`src/rtl/attack_scheduler.sv`:
```
// Attack-list sequencer: walks the stage's ROM entries, keeps game time,
// handshakes fetch/position-sync with the ROM reader and allocates object slots.
module attack_scheduler #(
    parameter int ADDR_WIDTH    = 10,
    parameter int MAXIMUM_TIMES = 30,
    parameter int NUM_SLOTS     = 8,
    parameter int SLOT_W        = 3,
    parameter int TICK_DIV      = 100000
) (
    input  logic                     clk,
    input  logic                     reset,
    input  logic                     start,
    input  logic                     pause,
    input  logic [ADDR_WIDTH-1:0]    start_addr,
    output logic [ADDR_WIDTH-1:0]    rom_addr,
    output logic                     rom_sync,
    input  logic                     rom_update,
    input  logic [MAXIMUM_TIMES-1:0] rom_next_time,
    input  logic [4:0]               rom_types,
    output logic                     rom_pos_ack,
    input  logic                     rom_pos_sync,
    output logic [MAXIMUM_TIMES-1:0] current_time,
    input  logic [NUM_SLOTS-1:0]     slot_busy,
    output logic                     spawn,
    output logic [SLOT_W-1:0]        spawn_slot,
    output logic                     busy,
    output logic                     done
);

    localparam int TICK_W = $clog2(TICK_DIV);

    typedef enum logic [2:0] {
        S_IDLE, S_FETCH, S_ALLOC, S_SPAWN, S_ACK, S_WAIT_TIME, S_DONE
    } state_t;

    state_t                   state, state_next;
    logic [TICK_W-1:0]        tick, tick_next;
    logic [MAXIMUM_TIMES-1:0] sched_time, sched_time_next;
    logic [MAXIMUM_TIMES-1:0] current_time_next;
    logic [ADDR_WIDTH-1:0]    rom_addr_next;
    logic                     rom_sync_next, rom_pos_ack_next, spawn_next;
    logic [SLOT_W-1:0]        spawn_slot_next;
    logic                     busy_next, done_next;
    logic                     free_found;
    logic [SLOT_W-1:0]        free_idx;
    logic                     running;

    // Lowest-index free slot wins: scan downward so the last hit is the lowest.
    always_comb begin
        free_found = 1'b0;
        free_idx   = '0;
        for (int i = NUM_SLOTS - 1; i >= 0; i--) begin
            if (!slot_busy[i]) begin
                free_found = 1'b1;
                free_idx   = SLOT_W'(i);
            end
        end
    end

    assign running = (state != S_IDLE) && (state != S_DONE) && !pause;

    always_comb begin
        state_next        = state;
        tick_next         = tick;
        current_time_next = current_time;
        sched_time_next   = sched_time;
        rom_addr_next     = rom_addr;
        rom_sync_next     = rom_sync;
        rom_pos_ack_next  = rom_pos_ack;
        spawn_next        = spawn;
        spawn_slot_next   = spawn_slot;

        if (running) begin
            if (tick == TICK_W'(TICK_DIV - 1)) begin
                tick_next = '0;
                if (~&current_time)
                    current_time_next = current_time + MAXIMUM_TIMES'(1);
            end else begin
                tick_next = tick + TICK_W'(1);
            end
        end

        if (!pause) begin
            case (state)
                S_IDLE, S_DONE: begin
                    if (start) begin
                        rom_addr_next     = start_addr;
                        current_time_next = '0;
                        tick_next         = '0;
                        rom_sync_next     = 1'b0;
                        state_next        = S_FETCH;
                    end
                end
                S_FETCH: begin
                    if (rom_update) begin
                        sched_time_next = rom_next_time;
                        rom_sync_next   = 1'b1;
                        state_next      = (rom_types == 5'd0) ? S_DONE : S_ALLOC;
                    end
                end
                S_ALLOC: begin
                    if (free_found) begin
                        spawn_slot_next = free_idx;
                        spawn_next      = 1'b1;
                        state_next      = S_SPAWN;
                    end
                end
                S_SPAWN: begin
                    spawn_next       = 1'b0;
                    rom_pos_ack_next = 1'b1;
                    state_next       = S_ACK;
                end
                S_ACK: begin
                    if (rom_pos_sync) begin
                        rom_pos_ack_next = 1'b0;
                        state_next       = S_WAIT_TIME;
                    end
                end
                S_WAIT_TIME: begin
                    // Compare against the pre-increment time; the last ROM word ends the stage.
                    if (current_time >= sched_time) begin
                        if (&rom_addr) begin
                            state_next = S_DONE;
                        end else begin
                            rom_addr_next = rom_addr + ADDR_WIDTH'(1);
                            rom_sync_next = 1'b0;
                            state_next    = S_FETCH;
                        end
                    end
                end
                default: state_next = S_IDLE;
            endcase
        end

        busy_next = (state_next != S_IDLE) && (state_next != S_DONE);
        done_next = (state_next == S_DONE);
    end

    always_ff @(posedge clk or negedge reset) begin
        if (!reset) begin
            state        <= S_IDLE;
            tick         <= '0;
            current_time <= '0;
            sched_time   <= '0;
            rom_addr     <= '0;
            rom_sync     <= 1'b1;
            rom_pos_ack  <= 1'b0;
            spawn        <= 1'b0;
            spawn_slot   <= '0;
            busy         <= 1'b0;
            done         <= 1'b0;
        end else begin
            state        <= state_next;
            tick         <= tick_next;
            current_time <= current_time_next;
            sched_time   <= sched_time_next;
            rom_addr     <= rom_addr_next;
            rom_sync     <= rom_sync_next;
            rom_pos_ack  <= rom_pos_ack_next;
            spawn        <= spawn_next;
            spawn_slot   <= spawn_slot_next;
            busy         <= busy_next;
            done         <= done_next;
        end
    end

endmodule

```
`config.mk`:
```
export PLATFORM = sky130hd
export DESIGN_NAME = attack_scheduler
export DESIGN_NICKNAME = d
export VERILOG_FILES = /design/src/rtl/attack_scheduler.sv
export SDC_FILE = /design/constraint.sdc
export NUM_CORES = 1
export LEC_CHECK = 0
export ABC_AREA = 0
export CELL_PAD_IN_SITES_DETAIL_PLACEMENT = 0
export CELL_PAD_IN_SITES_GLOBAL_PLACEMENT = 1
export CORE_MARGIN = 1.5
export CORE_UTILIZATION = 40
export DETAILED_ROUTE_END_ITERATION = 8
export GPL_TIMING_DRIVEN = 0
export HOLD_SLACK_MARGIN = 0.03
export PLACE_DENSITY = 0.8
export SLEW_MARGIN = 10
export SYNTH_ARGS = -nofsm -noshare
export SYNTH_HDL_FRONTEND = slang
export SYNTH_SLANG_ARGS = --single-unit
```
`constraint.sdc`:
```
create_clock -name clk -period 3.3 [get_ports clk]
set_clock_uncertainty 0.05 [all_clocks]
set_input_delay 0.99 -clock clk [delete_from_list [all_inputs] [get_ports clk]]
set_output_delay 0.99 -clock clk [all_outputs]
set_load 0.05 [all_outputs]
```
==> results of run 1 <==
## area by class of cell
cell class | count | area [um^2] | share of cell area, %
Tap cell | 180 | 225 | 3.09
Clock buffer | 13 | 250 | 3.43
Multi-Input combinational cell | 445 | 3000 | 41.2
Sequential cell | 98 | 2450 | 33.7
Timing Repair Buffer | 107 | 1090 | 14.9
Clock inverter | 3 | 42.5 | 0.584
Inverter | 42 | 158 | 2.16
Buffer | 17 | 71.3 | 0.979
## state kept, by name, indices dropped and copies added, names as in the netlist
name,flops
current_time,30
sched_time,30
tick,17
rom_addr,10
spawn_slot,3
state,3
busy,1
done,1
rom_pos_ack,1
rom_sync,1
spawn,1
## cell usage in the layout (no fill, tap or decap), types with 3 or more instances in the layout
cell,instances
mux2i_1,3
a31oi_1,3
or2_2,4
clkbuf_1,11
buf_1,3
ha_1,33
dfrtp_1,97
nand3_1,31
nand2b_1,4
and2_1,4
xnor2_1,9
nand4_1,17
nand2_1,56
xor2_1,29
or3_1,7
o21ai_0,19
a21oi_1,48
inv_1,42
nor2_1,63
mux2_2,31
clkbuf_16,9
buf_2,6
o22ai_1,6
nor3_1,18
and3_1,9
nor2b_1,5
and4_1,7
clkdlybuf4s50_1,105
## stage by stage
step	total power [W]	utilization [%]	setup TNS [ns]	area (um^2)	cells
2_1_floorplan	0.00320	-	0	5680	602
3_3_place_gp	0.00378	50.2	-256.24	6970	888
3_5_place_dp	0.00386	50.4	-1.70	6990	889
4_1_cts	0.00494	52.5	0	7290	905
5_1_grt	0.00524	52.5	0	7290	905
6_report	0.00489	52.5	0	7290	905
## cells by family (layout without fill, tap and decap cells)
family / after synthesis / count (layout) / synth area share (%)
compound gates: 98 / 98 / 10.6
xor+xnor: 39 / 39 / 6.14
fa+ha+maj: 33 / 33 / 7.27
buf+inv: 59 / 182 / 4.03
flops: 98 / 98 / 43.2
mux: 34 / 34 / 6.67
simple gates: 241 / 241 / 22.1
## per-layer routing
| layer | global-route usage, % | up-vias |
|---|---|---|
| met5 | 0 | - |
| met4 | 5.67 | 0 |
| met3 | 4.68 | 12 |
| met2 | 33.3 | 99 |
| met1 | 24.4 | 2269 |
| li1 | - | 2346 |
## path summary, 6_finish.rpt
kind	start	slack, ns	depth (start not counted)	to
setup / recovery	current_time[0]	0.17	11	rom_addr[8]
hold / removal	spawn_slot[0]	0.44	2	spawn_slot[0]
setup reg to reg	current_time[0]	0.17	11	rom_addr[8]
hold reg to reg	spawn_slot[0]	0.44	2	spawn_slot[0]
max in group asynchronous	reset	1.89	2	rom_pos_ack
min in group asynchronous	reset	0.62	1	sched_time[8]
## where the power goes
group / leakage, nW / internal, W / switching [W]
clock network: 0.140 / 0.000609 / 0.000447
logic: 1.84 / 0.000816 / 0.00124
registers: 1.27 / 0.00153 / 0.000244
## critical path, stage by stage (launching register included)
cell	delay (ns)
dfrtp_1	0.48
inv_1	0.12
ha_1	0.30
nand2b_1	0.14
a21oi_1	0.16
o21ai_0	0.16
a211o_1	0.38
a31oi_1	0.42
nand3b_1	0.17
a311o_1	0.21
buf_2	0.28
o32a_1	0.19
==> flow_summary.ini, run 1 <==
[detailed_routing]
firstDrtPassIters = 4
first_iter_violations = 223
wl_met3_um = 601
vias_per_cell = 5.22
wirelength_um = 13800
ant_nets = 0
vias = 4726
drc = 0
m1WireLength_um = 6070
wl_per_cell_um = 15.2
wl_met2_um = 6940
top_layer_used = met4

[placement]
gp_routability_congestion = 0.880
io_buffers = 106
dp_hpwl_um = 10300
pre_cts_slack_ns = -0.102

[global_route]
grt_max_degree = 54
grt_pass1_vias = 4760
grt_pass1_wl_um = 22700
antenna_found_initial = 0
grt_use_total_pct = 19.4
grt_overflow = 0

[cts]
ctsResizeCount = 0
hold_buffers = 0
clockBufferDepth = 2
cts.sinks = 98
cts_tree = yes
cts_max_level = 3
cts_made_buffers = 9
worst_skew_pair.late_latency_ns = 0.34
clk_pin_slew_ns = 0.07
root_buffer = clkbuf_16
postCtsSetupBuffers = 0

[timing]
worst_slack_ns = 0.173
setup_viol = 0
rsz0062_at_grt = no
hold_ws_ns = 0.436
hold_viol_final = 0
fin_crit_sh_pct = 94.8
fmax_ghz = 0.320
worstMarginPinSlew_ns = 0.636
layout_min_cycle_time_ns = 3.13
maxSlewViolCount = 0
relSlewSlack_pct = 57.6

[power_and_ir_drop]
p_leak_nw = 3.25
worst_ir_drop_vdd_uv = 363
p_per_area_nw_per_um2 = 672

[yosys]
synth_edf_count = 0
ys_top_cells_by_area = dfrtp_1, ha_1, mux2_2
ys_seq_area_share_pct = 43.2
avgSynthCellArea_um2 = 9.44
async_reset_ff_share_pct = 100
netlist_area_um2 = 5680
synth_warnings = 0
synth.top_cell.area_share_pct = 42.7
synth-seq-cells = 98
synth_area_leader_cell = dfrtp_1
synth_cells = 602
synth_common_cells = dfrtp_1, nor2_1, nand2_1, a21oi_1, inv_1
synth_nets = 694
synthFlopType = dfrtp_1
yosys.cell_count.top_type = dfrtp_1
yosysUniqueCellTypes = 59

[final_layout]
finalNetCount = 812
n_fill_cell = 1255
n_antenna_cell = 0
syn_to_final_growth_pct = 28.2
drive_above_1_share_pct = 10.1

[floorplan]
fp.dieH_um = 122
core_um2 = 13900
start_util_pct = 40.9
io_pins = 107
rows = 43
fp.dieArea_um2 = 14900
die_x_um = 122

[setup_path]
endpoint_kind = flop
critPathLaunchType = flop
arrival_ns = 3.36
crit_required_ns = 3.53
critPathKind = flop to flop
cp_max_fo = 10

[status]
run_status = finished, final reports clean

[flow_run]
max_cap_viol_count = 0

[min_path]
hp-class = flop to flop
Note: power is estimated with default switching activity, not from simulation.
==> inputs of run 2 (changes only) <==
--- a/config.mk
+++ b/config.mk
@@ -11,9 +11,10 @@
 export CORE_MARGIN = 1.5
 export CORE_UTILIZATION = 40
 export DETAILED_ROUTE_END_ITERATION = 8
+export DONT_BUFFER_PORTS = 1
 export GPL_TIMING_DRIVEN = 0
 export HOLD_SLACK_MARGIN = 0.03
-export PLACE_DENSITY = 0.8
+export PLACE_DENSITY = 0.68
 export SLEW_MARGIN = 10
 export SYNTH_ARGS = -nofsm -noshare
 export SYNTH_HDL_FRONTEND = slang
==> run 2 against run 1 <==
Net effect:
- routed wire length is 3.8% lower
- sequential share of layout area is 6.1 points higher
- die area stayed put
- cell area is 15% lower
- critical path type unchanged
==> flow_summary.ini, run 2 (synthesis results as in run 1) <==
[final_layout]
n_fill_cell = 1374
fin_util_pct = 44.6
instances_no_fill = 797
final_common_cell = dfrtp_1
n_antenna_cell = 0
final_cell_mix = dfrtp_1, nor2_1, nand2_1, a21oi_1, inv_1
drive_above_1_share_pct = 12.5
syn_to_final_growth_pct = 8.98
finalNetCount = 705
final_cell_area_um2 = 6190
top_regs = current_time x30, sched_time x30, tick x17

[power_and_ir_drop]
p_leak_nw = 2.83
worst_ir_drop_vdd_uv = 268
p_sw_w = 0.00186
p_per_area_nw_per_um2 = 729
p_total_w = 0.00452
p_int_w = 0.00266
swShare_pct = 41.1
p_comb_share_pct = 30.2
p_seq_share_pct = 47.8
clkPwrFrac_pct = 22.0

[setup_path]
critPathKind = flop to flop
endpoint_kind = flop
critPathSlowestCell = dfrtp_1
cp_max_fo = 10
path_cells = ha_1 > nand4_1 > o21ai_0 > a211o_1 > a31oi_2 > nand3b_1 > a311o_1 > buf_2 > a211o_1
cpPeakStageDelay_ns = 0.63
critPathMostFrequentCell = a211o_1
crit_required_ns = 3.49
arrival_ns = 3.33
critPathLaunchType = flop

[global_route]
grt_use_total_pct = 18.8
grt_max_degree = 99
grt_pass1_wl_um = 21900
grt_overflow = 0
grt_pass1_vias = 4220
antenna_found_initial = 0

[status]
run_status = finished, final reports clean

[floorplan]
io_pins = 107
fp.dieArea_um2 = 14900
die_x_um = 122
fp.dieH_um = 122
rows = 43
start_util_pct = 40.9
core_um2 = 13900

[detailed_routing]
ant_nets = 0
m1WireLength_um = 6030
drc = 0
wl_met2_um = 6400
first_iter_violations = 237
top_layer_used = met4
firstDrtPassIters = 5
vias = 4338
wl_per_cell_um = 16.6
wirelength_um = 13300
vias_per_cell = 5.44
wl_met3_um = 612

[timing]
layout_min_cycle_time_ns = 3.14
worstMarginPinSlew_ns = 0.711
fin_crit_sh_pct = 95.1
setup_viol = 0
hold_ws_ns = 0.281
hold_viol_final = 0
fmax_ghz = 0.319
relSlewSlack_pct = 52.6
maxSlewViolCount = 0

[cts]
clockBufferDepth = 2
clk_pin_slew_ns = 0.07
hold_buffers = 0
cts_max_level = 3
postCtsSetupBuffers = 0
cts.sinks = 98
worst_skew_pair.late_latency_ns = 0.35
root_buffer = clkbuf_16
cts_tree = yes
cts_made_buffers = 9

[placement]
gp_routability_congestion = 0.854
io_buffers = 0
dp_hpwl_um = 9700
placed_area_um2 = 5910
place_inst = 782

[min_path]
hp-class = input port to asynchronous set/reset pin

[flow_run]
max_cap_viol_count = 0
run 2: cell count changes in the layout (fill, tap and decap cells not counted):
cell / delta
buf_4: -1
dfrtp_1: -4
a31oi_2: +1
buf_16: -1
dfrtp_4: +1
a31oi_1: -1
clkdlybuf4s50_1: -105
clkbuf_8: +1
dfrtp_2: +3
clkinvlp_4: -1
clkinv_2: +2
clkbuf_1: -2
bufinv_16: -1
run 2: power groups by stage:
stage	sequential, W	clock, W	combinational, W
2_1_floorplan	0.00210	0	0.00110
3_3_place_gp	0.00217	0	0.00133
3_5_place_dp	0.00218	0	0.00137
4_1_cts	0.00216	0.00103	0.00137
5_1_grt	0.00221	0.00107	0.00157
6_report	0.00216	0.000994	0.00136
run 2: repair_timing:
action | CTS | global route
resized for setup | 1 | 5
setup endpoints to repair | 11 | 11
gates cloned | 0 | 0
run 2: per-layer routing:
metal	GRT usage, %	vias up
met5	0	-
met4	7.78	0
met3	4.03	16
met2	29.2	84
met1	25.7	2108
li1	-	2130
run 2: path summary, 6_finish.rpt:
kind	slack [ns]	cells past startpoint	from	endpoint
worst max-delay path	0.16	9	current_time[3]	rom_addr[2]
worst min-delay path	0.28	0	reset	sched_time[2]
worst max register to register	0.16	9	current_time[3]	rom_addr[2]
worst min register to register	0.45	1	sched_time[13]	sched_time[13]
max in group asynchronous	2.68	0	reset	rom_sync
min in group clk	0.45	1	sched_time[13]	sched_time[13]
run 2: critical path: cells and delay by family (launching register included):
kind            cells  cell delay, ns
compound gates      5            1.42
flops               1            0.63
fa+ha+maj           1            0.44
simple gates        2            0.27
buf+inv             1            0.20
run 2: through the flow:
stage                     setup TNS, ns  setup WS, ns
after global placement           -0.880       -0.0974
after CTS                             0        0.0450
final                                 0         0.160
after detailed placement          -1.20        -0.127
after floorplan                       0         0.526
after global routing           -0.00351      -0.00351
run 2: final cells by class:
cell class	instances	area (um^2)	share of cell area, %
Sequential cell	98	2460	39.7
Inverter	42	158	2.55
Buffer	17	71.3	1.15
Multi-Input combinational cell	445	3010	48.5
Clock inverter	3	15.0	0.242
Clock buffer	12	256	4.14
Tap cell	180	225	3.64
